--- config.mk ---
export PLATFORM = sky130hd
export DESIGN_NAME = timer_counter_unit
export DESIGN_NICKNAME = d
export VERILOG_FILES = /design/src/rtl/timer_counter_unit.sv
export SDC_FILE = /design/constraint.sdc
export NUM_CORES = 1
export LEC_CHECK = 0
export ABC_AREA = 1
export BUFFER_PORTS_ARGS = -buffer_cell sky130_fd_sc_hd__buf_4
export CORE_ASPECT_RATIO = 1.5
export CORE_UTILIZATION = 35
export DETAILED_ROUTE_END_ITERATION = 8
export GPL_ROUTABILITY_DRIVEN = 0
export GPL_TIMING_DRIVEN = 0
export PLACE_DENSITY_LB_ADDON = 0.3
export RECOVER_POWER = 25
export SLEW_MARGIN = 0
export SYNTH_ARGS = -nofsm -noshare
export SYNTH_HDL_FRONTEND = slang
export SYNTH_SLANG_ARGS = --single-unit
export TNS_END_PERCENT = 20
--- constraint.sdc ---
create_clock -name clk -period 1.6 [get_ports clk]
set_input_delay 0.32 -clock clk [delete_from_list [all_inputs] [get_ports clk]]
set_output_delay 0.32 -clock clk [all_outputs]
set_load 0.01 [all_outputs]
--- src/rtl/timer_counter_unit.sv ---
// One timer/counter channel: timer/counter select, gate/intx qualification, wrap/auto-reload/one-shot modes.
// Optional clock prescaler for timer mode is enabled by defining TCU_PRESCALER_EN.
module timer_counter_unit #(
  parameter int WIDTH        = 16,
  parameter int PRESCALE_DIV = 12
) (
  input  logic             clk,
  input  logic             rst_n,
  input  logic             timer,
  input  logic             timer_run,
  input  logic             gate,
  input  logic             intx,
  input  logic             select,
  input  logic [1:0]       mode,
  input  logic             load,
  input  logic [WIDTH-1:0] load_value,
  input  logic [WIDTH-1:0] reload_value,
  input  logic             tf_clr,
  output logic [WIDTH-1:0] count,
  output logic             tf,
  output logic             y,
  output logic             armed
);

  localparam logic [WIDTH-1:0] ALL_ONES = '1;

  logic             r_timer_s1, r_timer_s2, r_timer_s3;
  logic             r_intx_s1, r_intx_s2;
  logic             r_tr_prev;
  logic [WIDTH-1:0] r_count;
  logic             r_tf, r_y, r_armed;

  logic w_fall, w_run_ok, w_timer_tick, w_tick, w_ovf, w_rearm;

  // s3 is always updated, so the edge history stays current in both modes.
  always_ff @(posedge clk or negedge rst_n) begin
    if (!rst_n) begin
      r_timer_s1 <= 1'b0;
      r_timer_s2 <= 1'b0;
      r_timer_s3 <= 1'b0;
      r_intx_s1  <= 1'b0;
      r_intx_s2  <= 1'b0;
      r_tr_prev  <= 1'b0;
    end else begin
      r_timer_s1 <= timer;
      r_timer_s2 <= r_timer_s1;
      r_timer_s3 <= r_timer_s2;
      r_intx_s1  <= intx;
      r_intx_s2  <= r_intx_s1;
      r_tr_prev  <= timer_run;
    end
  end

  assign w_fall   = r_timer_s3 & ~r_timer_s2;
  assign w_run_ok = timer_run & (~gate | r_intx_s2) & (r_armed | (mode != 2'b10));
  assign w_rearm  = timer_run & ~r_tr_prev;

`ifdef TCU_PRESCALER_EN
  localparam int PW = (PRESCALE_DIV > 1) ? $clog2(PRESCALE_DIV) : 1;
  logic [PW-1:0] r_presc;

  assign w_timer_tick = (r_presc == PW'(PRESCALE_DIV - 1));

  always_ff @(posedge clk or negedge rst_n) begin
    if (!rst_n) begin
      r_presc <= '0;
    end else if (load) begin
      r_presc <= '0;
    end else if (w_run_ok && !select) begin
      r_presc <= w_timer_tick ? '0 : r_presc + PW'(1);
    end
  end
`else
  assign w_timer_tick = 1'b1;
`endif

  assign w_tick = w_run_ok & (select ? w_fall : w_timer_tick);
  assign w_ovf  = w_tick & (r_count == ALL_ONES) & ~load;

  always_ff @(posedge clk or negedge rst_n) begin
    if (!rst_n) begin
      r_count <= '0;
      r_tf    <= 1'b0;
      r_y     <= 1'b0;
      r_armed <= 1'b1;
    end else begin
      r_y <= w_ovf;
      if (w_ovf) begin
        r_tf <= 1'b1;
      end else if (tf_clr) begin
        r_tf <= 1'b0;
      end
      // A 0->1 on timer_run re-arms; a one-shot overflow in the same cycle still disarms.
      if (w_rearm) begin
        r_armed <= 1'b1;
      end
      if (load) begin
        r_count <= load_value;
        r_armed <= 1'b1;
      end else if (w_tick) begin
        if (r_count != ALL_ONES) begin
          r_count <= r_count + WIDTH'(1);
        end else begin
          case (mode)
            2'b01:   r_count <= reload_value;
            2'b10: begin
              r_count <= '0;
              r_armed <= 1'b0;
            end
            default: r_count <= '0;
          endcase
        end
      end
    end
  end

  assign count = r_count;
  assign tf    = r_tf;
  assign y     = r_y;
  assign armed = r_armed;

endmodule

Word level (Yosys, flattened, before mapping) --
Cells that the tools add are included.
Storage, ports and cells: flip-flop bits (word level) 25, output and inout port bits 19
Cells by class: $add $sub $neg 1, equality and inequality tests 5, multiplexer cells 12, bitwise logic cells 13, reductions and logical operators 2
Operators by type and width (number):
- 16-bit two-way mux | 4
- 16-bit by 1-bit adder with 16-bit output, second input constant | 1
- 16-bit == test, second input constant | 1
- 16-bit != test, second input constant | 1
- 1-bit two-way mux | 8
- 1-bit AND | 7
- 1-bit inverter | 4
- 2-bit nonzero test | 2
- 2-bit by 1-bit == test with 1-bit output, second input constant | 1
- 2-bit == test, second input constant | 1
- 2-bit != test, second input constant | 1
- 1-bit OR | 2

Depth between registers and ports, before layout --
Gate-level depths: netlist of the first run.
depth after elaboration 8, depth in mapped cells 10, depth with buffers taken out 10

Worst setup path before layout of the first run --
Ideal clock, no wire load.
path type reg-to-reg, from register r_count[1], in the netlist count[1], to register r_count[11], in the netlist count[11], data arrival time 1353 ps, path slack 129 ps, cell stages (with the launch flop) 10, path buffers 1, clock period less this slack 1471 ps, path through dfrtp_1 -> ha_1 -> nand2_2 -> nor2_4 -> nand3_4 -> nor2_4 -> buf_6 -> nand2_1 -> nand3_1 -> nand2_1
On the way: cells in the longest elaborated chain, start to end 4, elaborated cells between the ends (all ways) 5, those cells by class 1 x add/sub; 1 x eq/ne; 3 x mux
RTL lines:
- start: declaration | RTL line 30 | logic [WIDTH-1:0] r_count;
- start signal: assignment | RTL line 98 | r_count <= load_value;
- start signal: assignment | RTL line 102 | r_count <= r_count + WIDTH'(1);
- start signal: assignment | RTL line 105 | 2'b01: r_count <= reload_value;
- 16-bit by 1-bit adder with 16-bit output or 16-bit != test (tied branches) | RTL line 102, 101
- 16-bit two-way mux (*) | RTL line 101 | if (r_count != ALL_ONES) begin
- 16-bit two-way mux (*) | RTL line 100 | end else if (w_tick) begin
- 16-bit two-way mux (*) | RTL line 97 | if (load) begin
Mark *: on every way between the ends. The rest lies on a longest branch, timed or not. The select of a mux whose other input is x is not followed. A chain may end at the register's enable or synchronous reset.

Final worst setup path of the first run --
from register r_count[0], in the netlist count[0], to register r_count[4], in the netlist count[4]
Same word-level chain as after synthesis.

==> results of run 1 <==
[worst min path at each step]
stage                     start    endpoint  slack (ns)  cells after the start
final                      intx   r_intx_s1        0.15                      1
after floorplan           rst_n    count[0]        0.02                      0
after global placement    rst_n   count[15]        0.25                      1
after CTS                 timer  r_timer_s1        0.13                      1
after detailed placement  rst_n   count[15]        0.25                      1
after global routing       intx   r_intx_s1        0.15                      1
[report_power, final]
part	switching [mW]	internal, mW
Sequential	0.0989	0.701
Combinational	0.316	0.282
Clock	0.243	0.184
Total	0.657	1.17
[worst max-delay path, cell delays in order (launching register included)]
cell and delay [ns]:
dfrtp_1 0.39, ha_2 0.19, nand2_2 0.08, nor2_4 0.16, nand3_4 0.09, nor2_4 0.22, clkbuf_16 0.19, nand3_1 0.06
nand2_1 0.06, nand2_1 0.04, nand2_1 0.05
[cells in the final DEF (no fill, tap or decap), drive strengths merged]
cell type	n
a21oi	5
buf	68
clkbuf	11
dfrtp	24
dfstp	1
dlygate4sd3	1
ha	1
inv	37
nand2	106
nand3	18
nand4	6
nor2	68
o211ai	1
o21ai	6
o21bai	2
xnor2	1
xor2	4
[metal layers]
metal	share of wire [%]	vias to the layer above	GRT usage, %
met3	5.1	9	1.16
met4	2.0	0	8.03
met1	40	872	23.7
li1	-	1015	-
met5	0	-	0
met2	53	64	37.0
[Yosys cell counts (2+ instances only)]
| master | count |
|---|---|
| nand2_2 | 2 |
| a21oi_1 | 5 |
| nor2_4 | 4 |
| clkbuf_1 | 3 |
| inv_1 | 34 |
| nand2_1 | 104 |
| xor2_1 | 4 |
| dfrtp_1 | 24 |
| nand4_1 | 6 |
| o21bai_1 | 2 |
| buf_2 | 3 |
| inv_2 | 2 |
| nor2_1 | 64 |
| nand3_1 | 16 |
| o21ai_0 | 5 |
[cells by family after synthesis]
kind of cell,count (synthesis),synth area share (%)
compound gates,14,4.39
simple gates,198,47.2
flops,25,35.5
buf+inv,43,9.77
xor+xnor,5,2.48
fa+ha+maj,1,0.708
[timing repair]
| action | in CTS | in global routing |
|---|---|---|
| buffers inserted | 4 | 4 |
| setup endpoints to repair | 12 | 15 |
| resized for setup | 1 | 10 |
| hold endpoints to repair | 24 | 0 |
| gates cloned | 0 | 1 |
| hold buffers | 1 | 0 |
| pin swaps | 1 | 11 |
[flip-flops by register name (all words and copies together), names as in the netlist]
name and count:
count 16, armed 1, r_intx_s1 1, r_intx_s2 1
r_timer_s1 1, r_timer_s2 1, r_timer_s3 1, r_tr_prev 1
tf 1, y 1
[layout make-up]
| cell class | instances | share of cell area [%] |
|---|---|---|
| Multi-Input combinational cell | 218 | 40.2 |
| Buffer | 7 | 1.67 |
| Timing Repair Buffer | 70 | 21.8 |
| Inverter | 36 | 5.47 |
| Sequential cell | 25 | 25.4 |
| Clock buffer | 3 | 1.67 |
| Clock inverter | 1 | 0.355 |
| Tap cell | 66 | 3.35 |
==> results.json, run 1 <==
{
  "setup_violations": 0,
  "syn_nets": 330,
  "synth.area.top_cells": "dfrtp_1 (34%), nand2_1 (22%), nor2_1 (14%), inv_1 (7.2%), nand3_1 (4.5%)",
  "r2r-start": "count[0]",
  "die_h_um": 89.0,
  "clock_path_buffers": 2,
  "yosys.area.top_type": "dfrtp_1",
  "final_antenna_net_count": 0,
  "dieArea_um2": 5340,
  "design.core.area_um2": 4850,
  "tightest_slew_ns": 0.668,
  "timing.hold.ws_ns": 0.154,
  "num_io_pins": 62,
  "syn2layout_area_growth_pct": 39.7,
  "outcome": "completed",
  "yosys_register_bits": 25,
  "grt_pass1_wl_um": 7990,
  "drcViolationCount": 0,
  "rrSetupSlack_ns": 0.008,
  "rows": 31,
  "cts-buffers-inserted": 3,
  "cts-root-buf": "clkbuf_8",
  "async_reset_ff_share_pct": 100,
  "final_core_util_pct": 50.9,
  "hold_path_class": "in2reg",
  "antenna_found_initial": 0,
  "cp-end-kind": "flop",
  "min_period_over_period_pct": 99.5,
  "antenna_cells": 0,
  "dp_cells": 412,
  "finClkSkew_ns": 0.00160,
  "setup.worst_path.start": "count[0]",
  "maxCapViolCount": 0,
  "critPathCapture": "count[4]",
  "synth_top_area_share_pct": 34.0,
  "ff_latch_area_um2": 628,
  "post-place-ws_ns": -0.0681,
  "final_area_um2": 2470,
  "fillers": 511,
  "final_max_slew_viol_count": 0,
  "hpwl_um": 3790,
  "start_kind": "flop",
  "total_power_mw": 1.82,
  "io_buffer_count": 60,
  "worstPathArrival_ns": 1.82,
  "rsz0062_at_grt": "true",
  "synth_edf_count": 0,
  "grt_pass1_vias": 1726,
  "cts_tree": "built",
  "drtIter0Drc": 75,
  "hold_viol_final": 0,
  "cp.required_ns": 1.83,
  "p_leak_nw": 1.32,
  "start_util_pct": 36.4,
  "ir_drop_uv": 288,
  "grt-ovfl-total": 0,
  "drive_gt1_share_pct": 26.9,
  "grt.total_usage_pct": 20.1,
  "postSynthAreaPerCell_um2": 6.18,
  "vias": 1960,
  "grt_max_degree": 26,
  "worstReg2RegEnd": "count[4]",
  "yosysSeqAreaShare_pct": 35.5,
  "h-tree-depth": 1,
  "fmax_mhz": 628,
  "rr_worst_depth": 10,
  "yosysWarningCount": 0,
  "multiInputGateArea_um2": 992,
  "place_area_um2": 2300,
  "drt-vias-per-instance": 4.60,
  "worstPathMaxFanout": 5,
  "layout_min_cycle_time_ns": 1.59,
  "firstDrtPassIters": 4,
  "clk_latency_ns": 0.29,
  "finalNonFillerCells": 426,
  "routed_wl_um": 5210,
  "synth_ff_type": "dfrtp_1",
  "die_w_um": 60.0,
  "netlist_area_um2": 1770,
  "critPathKind": "reg2reg",
  "slew_headroom_pct": 55.5,
  "synth_cells": 286,
  "power.density_nw_per_um2": 739,
  "tns_ns": 0,
  "cts_num_sinks": 25,
  "fin_ws_ns": 0.00810,
  "synth.distinct_cells": 23,
  "wl_per_cell_um": 12.2,
  "final_nets": 405,
  "path_clk_slew_ns": 0.10
}
Power figures use the tool's default switching activity.
==> inputs of run 2 (changes only) <==
--- a/config.mk
+++ b/config.mk
@@ -12,7 +12,7 @@
 export DETAILED_ROUTE_END_ITERATION = 8
 export GPL_ROUTABILITY_DRIVEN = 0
 export GPL_TIMING_DRIVEN = 0
-export PLACE_DENSITY_LB_ADDON = 0.3
+export PLACE_DENSITY = 0.69
 export RECOVER_POWER = 25
 export SLEW_MARGIN = 0
 export SYNTH_ARGS = -nofsm -noshare
==> run 2 against run 1 <==
Compared with the run above: die area is the same; non-clock buffer count is the same; combinational power grew 0.8%; routed wire length shrank 3.0%; sequential power grew 1%; via count grew 1.7%; hold slack gained 0.026 ns; power shrank 2.0%; sequential share of layout area grew 0.12 points; design area grew 0.51%; critical path depth is the same.
==> results.json, run 2 (synthesized netlist as in run 1, its figures left out) <==
{
  "outcome": "completed",
  "hold_path_class": "in2reg",
  "grt_pass1_wl_um": 7960,
  "antenna_found_initial": 0,
  "fillers": 509,
  "rows": 31,
  "fmax_mhz": 657,
  "critPathKind": "reg2reg",
  "drt-vias-per-instance": 4.68,
  "final_antenna_net_count": 0,
  "worstPathMaxFanout": 5,
  "h-tree-depth": 1,
  "final_max_slew_viol_count": 0,
  "cts_tree": "built",
  "clock_path_buffers": 2,
  "dieArea_um2": 5340,
  "final_common_cell": "nand2_1",
  "routed_wl_um": 5050,
  "grt_pass1_vias": 1816,
  "min_period_over_period_pct": 95.2,
  "drive_gt1_share_pct": 26.9,
  "post-place-ws_ns": -0.0924,
  "die_h_um": 89.0,
  "final_cell_mix": "nand2_1 (102), buf_4 (65), nor2_1 (62), inv_1 (34), dfrtp_1 (18)",
  "hpwl_um": 3820,
  "setup_violations": 0,
  "timing.hold.ws_ns": 0.179,
  "drtIter0Drc": 67,
  "tightest_slew_ns": 0.640,
  "finClkSkew_ns": 0.0109,
  "start_util_pct": 36.4,
  "wl_per_cell_um": 11.9,
  "power.density_nw_per_um2": 721,
  "hold_viol_final": 0,
  "p_leak_nw": 1.32,
  "fin_ws_ns": 0.0775,
  "grt_max_degree": 26,
  "rrSetupSlack_ns": 0.08,
  "worstPathArrival_ns": 1.73,
  "cp-end-kind": "flop",
  "drcViolationCount": 0,
  "path_clk_slew_ns": 0.08,
  "layout_min_cycle_time_ns": 1.52,
  "grt.total_usage_pct": 20.0,
  "grt-ovfl-total": 0,
  "io_buffer_count": 60,
  "cts-root-buf": "clkbuf_8",
  "clk_latency_ns": 0.27,
  "cp.required_ns": 1.81,
  "firstDrtPassIters": 4,
  "antenna_cells": 0,
  "vias": 1993,
  "num_io_pins": 62,
  "final_nets": 405,
  "cts_num_sinks": 25,
  "final_core_util_pct": 51.2,
  "slew_headroom_pct": 57.3,
  "start_kind": "flop",
  "die_w_um": 60.0,
  "design.core.area_um2": 4850,
  "syn2layout_area_growth_pct": 40.4,
  "largest_reg_flops": 16,
  "maxCapViolCount": 0,
  "rsz0062_at_grt": "true",
  "cts-buffers-inserted": 3,
  "ir_drop_uv": 419
}
-- run 2: routing by layer --
| layer | up-vias | track usage, % | share of wire (%) |
|---|---|---|---|
| met5 | - | 0 | 0 |
| met2 | 60 | 36.3 | 50 |
| met4 | 0 | 11.6 | 5.4 |
| met3 | 19 | 1.30 | 3.7 |
| met1 | 899 | 22.3 | 41 |
| li1 | 1015 | - | - |
-- run 2: what timing repair did --
item                       in CTS  in global routing
hold endpoints to repair       24                  0
setup buffers                   4                  4
resized for setup               1                 18
hold buffers                    1                  0
pin swaps                       1                  2
cloned                          0                  1
setup endpoints to repair      12                 14
-- run 2: stage by stage --
stage               instance area (µm²)  total power [mW]  cells  TNS, ns
floorplan                          1770              1.10    286        0
global placement                   2300              1.37    412   -0.671
detailed placement                 2300              1.38    412   -0.778
CTS                                2390              1.77    421        0
global route                       2480              1.91    426   -0.113
finish                             2480              1.79    426        0
-- run 2: worst paths after layout --
path                            start    endpoint  depth (start not counted)
max                          count[0]    count[0]                         10
max in group asynchronous       rst_n    count[6]                          2
max reg2reg                  count[0]    count[0]                         10
min reg2reg                r_timer_s1  r_timer_s2                          0
min                             timer  r_timer_s1                          1
min in group asynchronous       rst_n    count[3]                          2
-- run 2: power breakdown --
| part | internal [mW] | switching, mW | leakage [nW] |
|---|---|---|---|
| Sequential | 0.705 | 0.103 | 0.292 |
| Combinational | 0.289 | 0.314 | 1.00 |
| Clock | 0.178 | 0.199 | 0.0228 |
-- run 2: area by class of cell --
class	count	area, µm²	area share, %
multi-input cells	218	995	40.1
flip-flops and latches	25	634	25.6
repair buffers	70	539	21.7
inverters	36	135	5.45
well taps	66	82.6	3.33
plain buffers	7	50.0	2.02
clock buffers	4	45.0	1.82
-- run 2: critical path, stage by stage (launching register included) --
cell	delay (ns)
dfrtp_1	0.40
ha_4	0.17
nand2_4	0.06
nor2_4	0.14
nand3_4	0.10
nor2_4	0.19
buf_8	0.16
nand2_1	0.05
nand3_1	0.09
nand2_1	0.06
nand2_1	0.05
